`src/rtl/fsm_seq_pkg.sv`:
```
// Shared types and constants for the serial pattern generator and its detector bench.
// SEQ_GEN_PARITY_EN appends an even-parity bit to every frame.
package fsm_seq_pkg;

  typedef enum logic [1:0] {
    IDLE   = 2'd0,
    SHIFT  = 2'd1,
    PARITY = 2'd2,
    DONE   = 2'd3
  } state_t;

  localparam int N_DEFAULT = 5;

`ifdef SEQ_GEN_PARITY_EN
  localparam int PARITY_BITS = 1;
`else
  localparam int PARITY_BITS = 0;
`endif

  function automatic int frame_len(input int n);
    return n + 1 + PARITY_BITS;
  endfunction

  localparam int FRAME_LEN = N_DEFAULT + 1 + PARITY_BITS;

endpackage

```
`src/rtl/seq_shreg.sv`:
```
// Loadable left-shift register with a down-counting bit index.
// msb is the bit currently on the line; zeros fill from the bottom so the line idles low.
module seq_shreg #(
  parameter int W     = 6,
  parameter int NBITS = 6
) (
  input  logic         clk,
  input  logic         clr,
  input  logic         load,
  input  logic         shift,
  input  logic [W-1:0] din,
  output logic         msb,
  output logic         last
);

  localparam int IW = (NBITS > 1) ? $clog2(NBITS) : 1;

  logic [W-1:0]  sr_q;
  logic [IW-1:0] idx_q;

  always_ff @(posedge clk) begin
    if (clr) begin
      sr_q  <= '0;
      idx_q <= '0;
    end else if (load) begin
      sr_q  <= din;
      idx_q <= IW'(NBITS - 1);
    end else if (shift) begin
      sr_q <= {sr_q[W-2:0], 1'b0};
      // index parks at zero so trailing shifts (parity / flush) cannot wrap it
      if (idx_q != '0) begin
        idx_q <= idx_q - 1'b1;
      end
    end
  end

  assign msb  = sr_q[W-1];
  assign last = (idx_q == '0);

endmodule

```
`src/rtl/fsm_seq_gen.sv`:
```
// Serial pattern transmitter: sends seq[N:0] MSB-first, reps+1 frames back-to-back.
// SEQ_GEN_PARITY_EN adds a one-cycle even-parity bit after bit 0 of every frame.
//
// state  | meaning
// IDLE   | line idle, waiting for start
// SHIFT  | pattern bits on the line, one per clock
// PARITY | parity bit on the line (SEQ_GEN_PARITY_EN only)
// DONE   | one-cycle done pulse, busy still high
module fsm_seq_gen
  import fsm_seq_pkg::*;
#(
  parameter int N     = N_DEFAULT,
  parameter int CNT_W = 4
) (
  input  logic             clk,
  input  logic             clr,
  input  logic             start,
  input  logic [N:0]       seq,
  input  logic [CNT_W-1:0] reps,
  output logic             out,
  output logic             out_valid,
  output logic             frame_start,
  output logic             busy,
  output logic             done
);

  localparam int FL = frame_len(N);

  state_t           state_q, state_d;
  logic [CNT_W-1:0] rep_q, rep_d;
  logic [N:0]       pat_q, pat_d;
  logic [N:0]       ld_pat;
  logic [FL-1:0]    ld_word;
  logic             ld, sh, last, frame_end;
  logic             valid_q, valid_d;
  logic             fs_q, fs_d;
  logic             busy_q, busy_d;
  logic             done_q, done_d;

`ifdef SEQ_GEN_PARITY_EN
  assign ld_word = {ld_pat, ^ld_pat};
`else
  assign ld_word = ld_pat;
`endif

  seq_shreg #(
    .W     (FL),
    .NBITS (N + 1)
  ) u_shreg (
    .clk   (clk),
    .clr   (clr),
    .load  (ld),
    .shift (sh),
    .din   (ld_word),
    .msb   (out),
    .last  (last)
  );

  always_ff @(posedge clk) begin
    if (clr) begin
      state_q <= IDLE;
      rep_q   <= '0;
      pat_q   <= '0;
      valid_q <= 1'b0;
      fs_q    <= 1'b0;
      busy_q  <= 1'b0;
      done_q  <= 1'b0;
    end else begin
      state_q <= state_d;
      rep_q   <= rep_d;
      pat_q   <= pat_d;
      valid_q <= valid_d;
      fs_q    <= fs_d;
      busy_q  <= busy_d;
      done_q  <= done_d;
    end
  end

  always_comb begin
    state_d   = state_q;
    rep_d     = rep_q;
    pat_d     = pat_q;
    ld_pat    = pat_q;
    ld        = 1'b0;
    sh        = 1'b0;
    frame_end = 1'b0;
    valid_d   = 1'b0;
    fs_d      = 1'b0;
    busy_d    = 1'b0;
    done_d    = 1'b0;

    case (state_q)
      IDLE: begin
        if (start) begin
          pat_d   = seq;
          ld_pat  = seq;
          ld      = 1'b1;
          rep_d   = reps;
          valid_d = 1'b1;
          fs_d    = 1'b1;
          busy_d  = 1'b1;
          state_d = SHIFT;
        end
      end
      SHIFT: begin
        busy_d = 1'b1;
        if (!last) begin
          sh      = 1'b1;
          valid_d = 1'b1;
        end else begin
`ifdef SEQ_GEN_PARITY_EN
          sh      = 1'b1;
          valid_d = 1'b1;
          state_d = PARITY;
`else
          frame_end = 1'b1;
`endif
        end
      end
`ifdef SEQ_GEN_PARITY_EN
      PARITY: begin
        busy_d    = 1'b1;
        frame_end = 1'b1;
      end
`endif
      DONE: begin
        state_d = IDLE;
      end
      default: begin
        state_d = IDLE;
      end
    endcase

    // Reload keeps frames gapless; the final flush shift drives the line low.
    if (frame_end) begin
      if (rep_q != '0) begin
        rep_d   = rep_q - 1'b1;
        ld      = 1'b1;
        valid_d = 1'b1;
        fs_d    = 1'b1;
        state_d = SHIFT;
      end else begin
        sh      = 1'b1;
        done_d  = 1'b1;
        state_d = DONE;
      end
    end
  end

  assign out_valid   = valid_q;
  assign frame_start = fs_q;
  assign busy        = busy_q;
  assign done        = done_q;

endmodule

```
`config.mk`:
```
export PLATFORM = sky130hd
export DESIGN_NAME = fsm_seq_gen
export DESIGN_NICKNAME = d
export VERILOG_FILES = /design/src/rtl/fsm_seq_pkg.sv /design/src/rtl/seq_shreg.sv /design/src/rtl/fsm_seq_gen.sv
export SDC_FILE = /design/constraint.sdc
export NUM_CORES = 1
export LEC_CHECK = 0
export CORE_UTILIZATION = 54
export CTS_BUF_LIST = sky130_fd_sc_hd__clkbuf_2 sky130_fd_sc_hd__clkbuf_4 sky130_fd_sc_hd__clkbuf_8
export CTS_CLUSTER_DIAMETER = 40
export DETAILED_ROUTE_END_ITERATION = 7
export HOLD_SLACK_MARGIN = 0.15
export MAX_ROUTING_LAYER = met4
export PLACE_DENSITY = 0.8
export SYNTH_ARGS = -nofsm -noshare
export SYNTH_HDL_FRONTEND = slang
export SYNTH_HIERARCHICAL = 1
export SYNTH_SLANG_ARGS = --single-unit
```
`constraint.sdc`:
```
create_clock -name clk -period 2.6 [get_ports clk]
set_input_delay 0.52 -clock clk [delete_from_list [all_inputs] [get_ports clk]]
set_output_delay 0.52 -clock clk [all_outputs]
set_load 0.1 [all_outputs]
```
==> metrics.yaml, run 1 <==
outcome:
  outcome: "completed"
final_layout:
  multi_input_area_sq_um: 591
  num_antenna_cells: 0
  n_fill_cell: 176
  area_delta_synth_final_pct: 17.6
  drive_gt1_share_pct: 22.3
  final_nets: 147
  seq_area_sq_um: 500
power_and_ir_drop:
  switching_share_pct: 33.6
  intPower_uw: 601
  ir_drop_mv: 0.543
  p_leak_uw: 0.000553
  clkPwrFrac_pct: 19.2
  combPwrFrac_pct: 31.9
  fin_total_pwr_uw: 905
  power_frac_seq_pct: 48.9
  p_sw_uw: 304
  powerDensity_nw_per_um2: 670
clocking:
  clkSinkCount: 25
  numCtsBuffers: 3
  cts.clk_slew.worst_paths_ns: 0.14
  clockBufferDepth: 2
  cts-resized-gates: 0
  clk_latency_ns: 0.32
  root_buffer: "clkbuf_4"
  cts_tree: "done"
  htreeDepth: 1
  post-cts-setup-buffers: 0
  hold_buffers: 0
detailed_routing:
  drtIter0Drc: 5
  vias: 861
  wl_per_cell_um: 12.6
  firstDrtPassIters: 3
  route.detailed.drc: 0
  detail-route-antenna-nets: 0
  vias_per_cell: 5.48
  wirelength_um: 1980
global_route:
  grt_pass1_wl_um: 3160
  antenna_found_initial: 0
  global_route.usage.total_pct: 21.0
  grt_max_degree: 17
  grt-ovfl-total: 0
  grt_pass1_vias: 744
synthesis:
  avgSynthCellArea_sq_um: 10.2
  synth_flop_cell: "dfxtp_1"
  synth_fp_nets: 129
  syn_inst: 113
  ys_seq_area_share_pct: 43.6
  ys_top_cells_by_area: "dfxtp_1 (44%), mux2_2 (7.8%), mux2i_1 (5.2%)"
  synth_top_cell_by_area: "dfxtp_1"
  ys_types: 38
  ys_seq_elements: 25
  synth_edf_count: 0
  async_flop_share_pct: 0
  yosysMostFrequentCell: "dfxtp_1"
  yosys_warnings: 6
  ys_top_cells_by_count: "dfxtp_1 (25), mux2_2 (8), nor2_1 (7)"
  yosysTopAreaCellShare_pct: 43.6
  synth_area_sq_um: 1150
sta:
  rsz0062_at_grt: "false"
  finalWorstSetupSlack_ns: 0.481
  fmax_ghz: 0.472
  finClkSkew_ns: 0.0103
  setup_tns_ns: 0
  slew_headroom_pct: 62.8
  setup_violations: 0
  fin_crit_ns: 2.12
  report.final.slew_viol_count: 0
  max_slew.worst_pin.slew_ns: 0.556
  hold_viol: 0
  whs_ns: 0.519
  period_share_pct: 81.5
hold_path:
  hp-class: "register to register"
  hold_start: "rep_q[1]$_SDFF_PP0_"
worst_setup_path:
  path_class: "register to register"
  crit_arrival_ns: 2.32
  r2r_start: "rep_q[0]$_SDFF_PP0_"
  critPathCaptureType: "register"
  worstPathRequired_ns: 2.80
  path_max_fanout: 12
  start_kind: "register"
  critPathLaunch: "rep_q[0]$_SDFF_PP0_"
placement:
  port_buffers: 17
  hpwlAfterDp_um: 1500
  dp_slack_ns: 0.186
  gp_congestion: 0.807
job:
  drv_cap: 0
die:
  die_h_um: 48.1
  die_width_um: 48.1
  die_area_sq_um: 2320
  num_rows: 16
  start_util_pct: 58.0
  ios: 18
  core_area_sq_um: 1980
## kinds of logic (layout without fill, tap and decap cells)
| family | Yosys count | after routing | share of synthesized area (%) |
|---|---|---|---|
| AOI/OAI and AO/OA | 16 | 16 | 9.48 |
| DFF | 25 | 25 | 43.6 |
| xor gates and xnor gates | 1 | 1 | 0.763 |
| adders and majority gates | 3 | 3 | 3.27 |
| muxes | 17 | 17 | 17.0 |
| and+or+nand+nor | 39 | 39 | 20.9 |
| buffers and inverters | 12 | 29 | 5.01 |
## placed cells by master, fill, tap and decap left out, types with 4 or more instances in the layout
master / netlist / final
mux2_2: 8 / 8
nor2_1: 7 / 7
nor2b_1: 6 / 6
nand2_1: 4 / 4
dfxtp_1: 25 / 25
inv_1: 5 / 5
buf_4: 1 / 8
clkdlybuf4s50_1: 0 / 12
nor3_1: 6 / 6
a21oi_1: 6 / 6
mux2i_1: 6 / 6
## area by class of cell
cell class	instances	area share [%]
Sequential cell	25	37.0
Multi-Input combinational cell	76	43.7
Clock inverter	1	0.370
Clock buffer	3	1.67
Inverter	5	1.39
Tap cell	27	2.50
Timing Repair Buffer	20	13.3
## power groups by stage
| stage | clock network (uW) | logic [uW] | registers [uW] |
|---|---|---|---|
| final | 174 | 289 | 443 |
| after global routing | 193 | 315 | 448 |
| after CTS | 177 | 291 | 443 |
| after detailed placement | 0 | 289 | 452 |
| after global placement | 0 | 281 | 449 |
| after floorplan | 0 | 180 | 498 |
## metrics by stage
step	util, %	cell area (sq um)	instances
after floorplan	-	1150	113
after global placement	66.8	1320	153
after detailed placement	66.8	1320	153
after CTS	68.2	1350	157
after global routing	68.2	1350	157
final	68.2	1350	157
## routing by layer
layer / wire, um / up-vias / track usage [%]
met4: 34 / 0 / 9.44
met5: 0 / - / -
met3: 49 / 5 / 5.93
met1: 903 / 404 / 23.7
li1: - / 442 / -
met2: 996 / 10 / 34.6
## path summary, 6_finish.rpt
kind	to	slack, ns	cells after the start
max reg2reg	u_shreg/sr_q[2]$_SDFFE_PP0P_	0.48	8
min	rep_q[1]$_SDFF_PP0_	0.52	2
min reg2reg	rep_q[1]$_SDFF_PP0_	0.52	2
max	u_shreg/sr_q[2]$_SDFFE_PP0P_	0.48	8
## worst max-delay path, cell delays in order, from the launching register on
cell and delay, ns:
dfxtp_1 0.34, inv_1 0.07, ha_1 0.19, or3b_1 0.46, a21oi_1 0.19, buf_4 0.20
mux2_2 0.35, mux2i_1 0.14, nor2_1 0.05
## sequential cells by signal, indices dropped and copies added (netlist names)
name	count
u_shreg/idx_q	3
out_valid	1
rep_q	4
done	1
busy	1
pat_q	6
u_shreg/sr_q	6
frame_start	1
state_q	2
Note: power is estimated with default switching activity, not from simulation.
==> inputs of run 2 (changes only) <==
==> constraint.sdc (replaced) <==
create_clock -name clk -period 2.2 [get_ports clk]
set_input_delay 0.44 -clock clk [delete_from_list [all_inputs] [get_ports clk]]
set_output_delay 0.44 -clock clk [all_outputs]
set_load 0.1 [all_outputs]
==> run 2 against run 1 <==
Combinational power increased by 25%. Via count increased by 1.7%. Non-clock buffer count increased by 4. Register-to-register slack got worse by 0.36 ns. First-iteration DRC count increased to 2.8 times the previous value. Wire length increased by 12%. Power increased by 22%. Worst hold slack got worse by 0.012 ns. Critical endpoint unchanged. Largest power group unchanged. Highest routed layer unchanged.
==> metrics.yaml, run 2 (synthesis results as in run 1) <==
outcome:
  outcome: "completed"  # unchanged
detailed_routing:
  vias: 876  # was 861
  firstDrtPassIters: 4  # was 3
  wl_per_cell_um: 13.8  # was 12.6 um
  vias_per_cell: 5.44  # was 5.48
  drtIter0Drc: 14  # was 5
  wirelength_um: 2220  # was 1980 um
  route.detailed.drc: 0  # unchanged
  detail-route-antenna-nets: 0  # unchanged
placement:
  port_buffers: 17  # unchanged
  hpwlAfterDp_um: 1680  # was 1500 um
  gp_congestion: 0.773  # was 0.807
final_layout:
  layout_common_cells: "dfxtp_1 (25), clkdlybuf4s50_1 (12), buf_4 (12)"  # was dfxtp_1 (25), clkdlybuf4s50_1 (12), mux2_2 (8), buf_4 (8), nor2_1 (7)
  reg.largest.list: "pat_q: 6 flops, u_shreg/sr_q: 6 flops, rep_q: 4 flops"  # unchanged
  fin_util_pct: 69.8  # was 68.2%
  final_common_cell: "dfxtp_1"  # unchanged
  final_nets: 151  # was 147
  area_delta_synth_final_pct: 20.5  # was 17.6%
  drive_gt1_share_pct: 24.6  # was 22.3%
  num_antenna_cells: 0  # unchanged
clocking:
  post-cts-setup-buffers: 0  # unchanged
  clk_latency_ns: 0.31  # was 0.32 ns
  cts.clk_slew.worst_paths_ns: 0.14  # about the same
  cts_tree: "done"  # unchanged
  root_buffer: "clkbuf_4"  # unchanged
  clockBufferDepth: 2  # unchanged
  clkSinkCount: 25  # unchanged
  htreeDepth: 1  # unchanged
  hold_buffers: 0  # unchanged
  cts-resized-gates: 0  # unchanged
  numCtsBuffers: 3  # unchanged
die:
  die_area_sq_um: 2320  # unchanged
  core_area_sq_um: 1980  # unchanged
  die_width_um: 48.1  # unchanged
  num_rows: 16  # unchanged
  die_h_um: 48.1  # unchanged
  start_util_pct: 58.0  # unchanged
  ios: 18  # unchanged
sta:
  fmax_ghz: 0.481  # was 0.472 GHz
  rsz0062_at_grt: "false"  # unchanged
  hold_viol: 0  # unchanged
  fin_crit_ns: 2.08  # was 2.12 ns
  max_slew.worst_pin.slew_ns: 0.581  # was 0.556 ns
  report.final.slew_viol_count: 0  # unchanged
  finClkSkew_ns: 0.00661  # was 0.0103 ns
  period_share_pct: 94.5  # was 81.5%
  slew_headroom_pct: 61.2  # was 62.8%
  setup_violations: 0  # unchanged
  whs_ns: 0.507  # was 0.519 ns
  setup_tns_ns: 0  # unchanged
global_route:
  grt_pass1_vias: 764  # was 744
  grt-ovfl-total: 0  # unchanged
  antenna_found_initial: 0  # unchanged
  global_route.usage.total_pct: 21.1  # was 21.0%
  grt_pass1_wl_um: 3180  # was 3160 um
  grt_max_degree: 17  # unchanged
power_and_ir_drop:
  powerDensity_nw_per_um2: 796  # was 670 nW/um^2
  p_leak_uw: 0.000573  # was 0.000553 uW
  fin_total_pwr_uw: 1100  # was 905 uW
  ir_drop_mv: 0.587  # was 0.543 mV
worst_setup_path:
  critPathCaptureType: "register"  # unchanged
  critPathLaunch: "rep_q[0]$_SDFF_PP0_"  # unchanged
  path_class: "register to register"  # unchanged
  r2r_end: "u_shreg/sr_q[2]$_SDFFE_PP0P_"  # unchanged
  r2r_cells: 8  # unchanged
  worstPathRequired_ns: 2.43  # was 2.80 ns
  crit_arrival_ns: 2.31  # was 2.32 ns
  start_kind: "register"  # unchanged
  crit_end: "u_shreg/sr_q[2]$_SDFFE_PP0P_"  # unchanged
  r2r_setup_slack_ns: 0.12  # was 0.48 ns
  path_max_fanout: 12  # unchanged
  r2r_start: "rep_q[0]$_SDFF_PP0_"  # unchanged
job:
  drv_cap: 0  # unchanged
hold_path:
  hp-class: "register to register"  # unchanged
-- run 2: how the worst min path moves through the flow --
stage	start	endpoint	slack, ns	cells after the start
finish	rep_q[1]$_SDFF_PP0_	rep_q[1]$_SDFF_PP0_	0.51	2
global route	rep_q[1]$_SDFF_PP0_	rep_q[1]$_SDFF_PP0_	0.54	2
CTS	rep_q[1]$_SDFF_PP0_	rep_q[1]$_SDFF_PP0_	0.51	2
detailed placement	rep_q[1]$_SDFF_PP0_	rep_q[1]$_SDFF_PP0_	0.49	2
global placement	rep_q[1]$_SDFF_PP0_	rep_q[1]$_SDFF_PP0_	0.48	2
floorplan	rep_q[1]$_SDFF_PP0_	rep_q[1]$_SDFF_PP0_	0.46	2
-- run 2: cell type report --
class	instances	area [sq um]
clock buffer	4	30.0
fill	159	598
inverter	5	18.8
multi-input combinational	76	591
sequential	25	500
tap	27	33.8
timing repair buffer	24	210
-- run 2: routing by layer --
layer | vias to the layer above | global-route usage (%) | share of wire, %
met2 | 15 | 37.0 | 54
met3 | 2 | 4.44 | 2.8
li1 | 443 | - | -
met5 | - | - | 0
met4 | 0 | 8.33 | 0.54
met1 | 416 | 23.0 | 43
-- run 2: report_power, final --
| part | leakage (uW) | switching, uW | internal, uW |
|---|---|---|---|
| Combinational | 0.000349 | 204 | 156 |
| Sequential | 0.000206 | 26.5 | 497 |
| Clock | 0.0000184 | 134 | 83.1 |
-- run 2: critical path, cell delays in order (launching register included) --
cell and delay, ns:
dfxtp_1 0.34, inv_1 0.07, ha_1 0.18, or3b_1 0.46, a21oi_1 0.18, buf_4 0.21
mux2_2 0.35, mux2i_1 0.14, nor2_1 0.05
-- run 2: through the flow --
| stage | instance area, sq um | std cells | setup slack, ns |
|---|---|---|---|
| floorplan | 1150 | 113 | 0.169 |
| global placement | 1350 | 157 | 0.125 |
| detailed placement | 1350 | 157 | 0.0724 |
| CTS | 1380 | 161 | 0.123 |
| global route | 1380 | 161 | 0.000669 |
| finish | 1380 | 161 | 0.122 |
